## config.mk

```make
export PLATFORM = sky130hd
export DESIGN_NAME = servo_angle_pid_flat
export DESIGN_NICKNAME = d
export VERILOG_FILES = /design/src/rtl/servo_angle_pid_if.sv /design/src/rtl/servo_angle_pid.sv /design/src/flat_wrapper.sv
export SDC_FILE = /design/constraint.sdc
export NUM_CORES = 1
export LEC_CHECK = 0
export ABC_CLOCK_PERIOD_IN_PS = 7330
export BUFFER_PORTS_ARGS = -buffer_cell sky130_fd_sc_hd__buf_2
export CORE_MARGIN = 10
export CORE_UTILIZATION = 50
export CTS_CLUSTER_SIZE = 14
export DETAILED_ROUTE_END_ITERATION = 10
export HOLD_SLACK_MARGIN = 0.15
export PLACE_DENSITY = 0.74
export SETUP_SLACK_MARGIN = 0.4
export SLEW_MARGIN = 0
export SYNTH_ARGS = -nofsm -noshare
export SYNTH_HDL_FRONTEND = slang
export SYNTH_SLANG_ARGS = --single-unit
```

## constraint.sdc

```tcl
create_clock -name clock -period 7.33 [get_ports clock]
set_input_delay 0.3665 -clock clock [delete_from_list [all_inputs] [get_ports clock]]
set_output_delay 0.3665 -clock clock [all_outputs]
set_load 0.1 [all_outputs]
```

## src/rtl/servo_angle_pid_if.sv

```systemverilog
// Sample/command bus between the position sampler, the PID controller and
// the downstream servo PWM generator.
interface servo_angle_pid_if;
   logic        enable;
   logic [11:0] setpoint;
   logic [11:0] position;
   logic        sample_valid;
   logic [11:0] angle;
   logic        angle_valid;
   logic        busy;

   modport master (
      output enable, setpoint, position, sample_valid,
      input  angle, angle_valid, busy
   );

   modport slave (
      input  enable, setpoint, position, sample_valid,
      output angle, angle_valid, busy
   );
endinterface

```

## src/rtl/servo_angle_pid.sv

```systemverilog
// Single-axis discrete PID: position sample + setpoint -> 12-bit tilt angle.
// Multi-cycle sequence (ERR, P, I, D, OUT) sharing one signed multiplier.
module servo_angle_pid #(
   parameter int KP     = 16,
   parameter int KI     = 1,
   parameter int KD     = 8,
   parameter int SHIFT  = 4,
   parameter int ILIMIT = 8192,
   parameter int CENTER = 2048
) (
   input logic               clock,
   input logic               reset,
   servo_angle_pid_if.slave  bus
);

   typedef enum logic [2:0] {
      S_IDLE, S_ERR, S_PT, S_IT, S_DT, S_OUT
   } state_t;

   state_t state, state_nx;

   logic [11:0]        sp_q, pos_q;
   logic signed [12:0] e_prev;      // holds the current error from ERR onward
   logic signed [17:0] integ;
   logic signed [13:0] d_q;
   logic               first;
   logic signed [31:0] acc;
   logic [11:0]        angle_q;
   logic               av_q;

   logic signed [12:0] e_w;
   logic signed [18:0] isum;
   logic signed [17:0] integ_nx;
   logic signed [13:0] d_w;
   logic signed [7:0]  mul_a;
   logic signed [17:0] mul_b;
   logic signed [25:0] prod;
   logic signed [31:0] u;
   logic signed [32:0] osum;
   logic [11:0]        angle_nx;

   // State register
   always_ff @(posedge clock or negedge reset) begin
      if (!reset) state <= S_IDLE;
      else        state <= state_nx;
   end

   // Next-state: fixed sequence, enable low aborts to IDLE from anywhere
   always_comb begin
      state_nx = state;
      if (!bus.enable) begin
         state_nx = S_IDLE;
      end else begin
         case (state)
            S_IDLE:  if (bus.sample_valid) state_nx = S_ERR;
            S_ERR:   state_nx = S_PT;
            S_PT:    state_nx = S_IT;
            S_IT:    state_nx = S_DT;
            S_DT:    state_nx = S_OUT;
            S_OUT:   state_nx = S_IDLE;
            default: state_nx = S_IDLE;
         endcase
      end
   end

   // Error, clamped integrator, derivative, shared multiplier and output clamp
   always_comb begin
      e_w  = $signed({1'b0, sp_q}) - $signed({1'b0, pos_q});
      isum = 19'(integ) + 19'(e_w);
      integ_nx = isum[17:0];
      if (isum > 19'(ILIMIT))       integ_nx = 18'(ILIMIT);
      else if (isum < 19'(-ILIMIT)) integ_nx = 18'(-ILIMIT);
      d_w = 14'(e_w) - 14'(e_prev);

      mul_a = '0;
      mul_b = '0;
      case (state)
         S_PT: begin mul_a = 8'(KP); mul_b = 18'(e_prev); end
         S_IT: begin mul_a = 8'(KI); mul_b = integ;       end
         S_DT: begin mul_a = 8'(KD); mul_b = 18'(d_q);    end
         default: ;
      endcase
      prod = 26'(mul_a) * 26'(mul_b);

      u    = acc >>> SHIFT;
      osum = 33'(u) + 33'(CENTER);
      if (osum < 33'sd0)         angle_nx = '0;
      else if (osum > 33'sd4095) angle_nx = '1;
      else                       angle_nx = osum[11:0];
   end

   // Datapath registers advanced by the current state
   always_ff @(posedge clock or negedge reset) begin
      if (!reset) begin
         sp_q    <= '0;
         pos_q   <= '0;
         e_prev  <= '0;
         integ   <= '0;
         d_q     <= '0;
         first   <= 1'b1;
         acc     <= '0;
         angle_q <= 12'(CENTER);
         av_q    <= 1'b0;
      end else begin
         av_q <= 1'b0;
         if (!bus.enable) begin
            integ  <= '0;
            e_prev <= '0;
            first  <= 1'b1;
         end else begin
            case (state)
               S_IDLE: if (bus.sample_valid) begin
                  sp_q  <= bus.setpoint;
                  pos_q <= bus.position;
               end
               S_ERR: begin
                  integ  <= integ_nx;
                  d_q    <= first ? '0 : d_w;
                  e_prev <= e_w;
                  first  <= 1'b0;
               end
               S_PT:       acc <= 32'(prod);
               S_IT, S_DT: acc <= acc + 32'(prod);
               S_OUT: begin
                  angle_q <= angle_nx;
                  av_q    <= 1'b1;
               end
               default: ;
            endcase
         end
      end
   end

   assign bus.angle       = angle_q;
   assign bus.angle_valid = av_q;
   assign bus.busy        = (state != S_IDLE);

endmodule

```

## src/flat_wrapper.sv

```systemverilog
// flat-port wrapper written by rule: the top's interface ports become plain ports
module servo_angle_pid_flat 
#(
   parameter int KP     = 16,
   parameter int KI     = 1,
   parameter int KD     = 8,
   parameter int SHIFT  = 4,
   parameter int ILIMIT = 8192,
   parameter int CENTER = 2048
)
  (clock, reset, bus_enable, bus_setpoint, bus_position, bus_sample_valid, bus_angle, bus_angle_valid, bus_busy);
  servo_angle_pid_if bus_i ();
  input logic clock;
  input logic reset;
  input wire logic [$bits(bus_i.enable)-1:0] bus_enable;
  input wire logic [$bits(bus_i.setpoint)-1:0] bus_setpoint;
  input wire logic [$bits(bus_i.position)-1:0] bus_position;
  input wire logic [$bits(bus_i.sample_valid)-1:0] bus_sample_valid;
  output wire logic [$bits(bus_i.angle)-1:0] bus_angle;
  output wire logic [$bits(bus_i.angle_valid)-1:0] bus_angle_valid;
  output wire logic [$bits(bus_i.busy)-1:0] bus_busy;
  assign bus_i.enable = bus_enable;
  assign bus_i.setpoint = bus_setpoint;
  assign bus_i.position = bus_position;
  assign bus_i.sample_valid = bus_sample_valid;
  assign bus_angle = bus_i.angle;
  assign bus_angle_valid = bus_i.angle_valid;
  assign bus_busy = bus_i.busy;
  servo_angle_pid #(.KP(KP), .KI(KI), .KD(KD), .SHIFT(SHIFT), .ILIMIT(ILIMIT), .CENTER(CENTER)) u_core (.clock(clock), .reset(reset), .bus(bus_i));
endmodule
```

==> metrics.txt <==
outcome completed; critical path launch point type register; final setup violation count 0; Max FO, Critical Path 16; met2 Track Usage GR 0.320; main flop type after synthesis dfrtp_1; Final Power 4.31 mW; area of the multi-input gates 7400 um^2; mux contribution to synthesized area 0.0279; TritonCTS Buffers 17; Synth Area in Simple Gates 0.183; Final period util 0.891; max_slew headroom 0.170; Post-CTS Setup Repair Bufs 0; WL per Instance 17.4 um; Starting Density 0.510; min cycle time layout 6.53 ns; max cap viols 0; Worst Max-Slew Pin Slew between 1 and 1.5 ns; clock slew at reported path FFs 0.06 ns; register area 2960 um^2; gr busiest metal met2; root buf cell clkbuf_16; Hold WS 0.162 ns; die footprint about 28000 um^2; hpwl dp ~21000 um; #FFs+latches synth approximately 120; RSZ-0062 raised after global routing true; initial antenna violation count 0; number of buffers added on ports just over 40; nets 1470; Worst Path Class, Setup reg -> reg; # fillers 1892; Synth Warn # 0; EDFF count, synth 0; Synth top area share 0.269; num ports 42; fin. max-slew vios 0; Synth top cells by count ha_1, nand2_1, dfrtp_1, a21oi_1, nor2_1; Clock H-tree levels 4; share of cells above drive strength 1 0.103; Area contributors post-synth dfrtp_1, ha_1, a21oi_1; Global Route met3 Usage 0.0249; post-synthesis adder-cell area fraction 0.200; power density cells roughly 360 nW/um^2; vias per inst 5.96; arrival time at the worst endpoint 6.84 ns; total global-route track usage 0.193; distinct cell type count after synthesis between 70 and 80; Cell Area, Synth 10800 um^2; grt ovf 0; met1 GRT Util 0.249; Max Buffers Root-to-Sink 2; Pleak 5.98 nW; Max IR drop VDD 293 uV; most area-hungry cell type in the Yosys netlist dfrtp_1; sequential area share after synthesis 0.274; synthesized area per cell 8.58 um^2; Post-Route WL 27400 um; complex-gate fraction of the synthesized area 0.217; vias 9363; Die Ht 167 um; maximum number of pins on one net before global-route repair 64; final core utilization 0.563; Critical Path End Type register; CTS tree yes; final setup margin about 0.8 ns; pre-CTS setup slack 0.514 ns; Placeable Area 21200 um^2; f_max 153 MHz; 1st-pass router iterations 4; Post-Route Setup TNS 0 ns; Sink Count 118; clk_lat worst skew roughly 0.43 ns; first-pass GRT wire length 45100 um; width of the chip 167 um; num rows 53; Placer Congestion between 0.9 and 1; DR iter-0 viols approximately 470; Area growth syn-to-layout 10.4%; Post-Synth XOR/XNOR Area 0.0536; count leader, synth ha_1; Hold Fails Final Rpt 0; Hold Crit Class in -> reg; antenna diode instance count 0; critical path required time 7.63 ns; syn_nets ~1.4k; DR DRC count 0; vias in the first global route 9092; largest family of logic cells by synthesized area compound AO/OA/AOI/OAI gates; Post-Syn Instances 1258; final setup skew between 0.01 and 0.015 ns; Async S/R FF share, synth 1.00; ANT nets after route 0
## logic make-up (layout without fill, tap and decap cells)
logic type	count (synthesis)	in the layout
AO/OA/AOI/OAI	360	360
XOR/XNOR	66	66
adder cells (fa/ha/maj)	159	159
buffers and inverters	124	162
flip-flops	118	118
multiplexers	27	27
AND/OR/NAND/NOR	404	404
## critical path: stages, from the launching register on
cell       delay (ns)
dfrtp_1          0.50
nor3b_1          0.24
buf_4            0.23
and2_1           0.15
ha_1             0.25
fa_1             0.49
ha_1             0.31
ha_1             0.23
fa_1             0.43
a211oi_1         0.25
o21ai_0          0.21
a211oi_1         0.47
o21ai_0          0.17
a21oi_1          0.20
xnor2_1          0.34
inv_2            0.25
ha_1             0.47
a21o_1           0.17
a21oi_1          0.07
o211ai_1         0.21
nor2_1           0.08
a221oi_2         0.33
nand3b_1         0.11
o211a_1          0.15
a2bb2oi_1        0.12
## cells in the final DEF (no fill, tap or decap), drive strengths merged, types with 9 or more instances in the layout
master,netlist,routed
o21ai,81,81
a21o,20,20
o2111ai,13,13
nand2,125,125
clkbuf,41,18
dfrtp,116,116
xor2,22,22
a32oi,13,13
a31oi,11,11
buf,8,51
xnor2,44,44
o211ai,14,14
a21oi,95,95
nor3,20,20
nor2,93,93
nand3,26,26
o21a,19,19
or3,9,9
and3,31,31
nand4,11,11
nor2b,15,15
a211oi,16,16
inv,74,80
and2,38,38
mux2,25,25
ha,137,137
fa,22,22
## through the flow
| stage | instance area [um^2] | cells |
|---|---|---|
| global route | 11900 | 1571 |
| finish | 11900 | 1571 |
| CTS | 11900 | 1571 |
| detailed placement | 11200 | 1535 |
| global placement | 11200 | 1535 |
| floorplan | 10800 | 1258 |
## final cells by class
type,instances,area share
multi-input cells,1016,0.621
inverters,75,0.0236
repair buffers,55,0.0271
well taps,275,0.0289
flip-flops and latches,118,0.248
clock inverters,14,0.0139
clock buffers,18,0.0369
## report_power, final
part / switching (mW) / internal [mW]
registers: 0.163 / 0.816
logic: 1.54 / 0.925
clock network: 0.349 / 0.519
## timing repair
| action | in CTS | in global routing |
|---|---|---|
| hold buffers | 4 | 0 |
| setup endpoints to repair | 0 | 6 |
| endpoints found under the hold margin | 58 | 0 |
| gates resized for setup | 0 | 10 |
## metal layers
metal,share of wire,up-vias
li1,-,4615
met1,0.46,4486
met2,0.48,222
met3,0.039,40
met4,0.022,0
met5,0,-
## final timing paths
| kind | startpoint | endpoint | slack [ns] | cells past startpoint |
|---|---|---|---|---|
| min | bus_position[11] | u_core.pos_q[11] | 0.16 | 2 |
| max reg2reg | u_core.state[1] | u_core.acc[31] | 0.80 | 24 |
| max in group asynchronous | reset | u_core.sp_q[4] | 5.49 | 3 |
| max | u_core.state[1] | u_core.acc[31] | 0.80 | 24 |
| min in group asynchronous | reset | u_core.acc[25] | 0.53 | 2 |
| min reg2reg | u_core.bus.angle[10] | u_core.bus.angle[10] | 0.47 | 2 |
## flip-flops by register name (all words and copies together) (netlist names)
name	count
u_core.acc	32
u_core.first	1
u_core.bus.angle_valid	1
u_core.state	3
u_core.integ	18
u_core.d_q	14
u_core.sp_q	12
u_core.bus.angle	12
u_core.e_prev	13
u_core.pos_q	12
No activity file was read; power rests on OpenSTA's default activity.
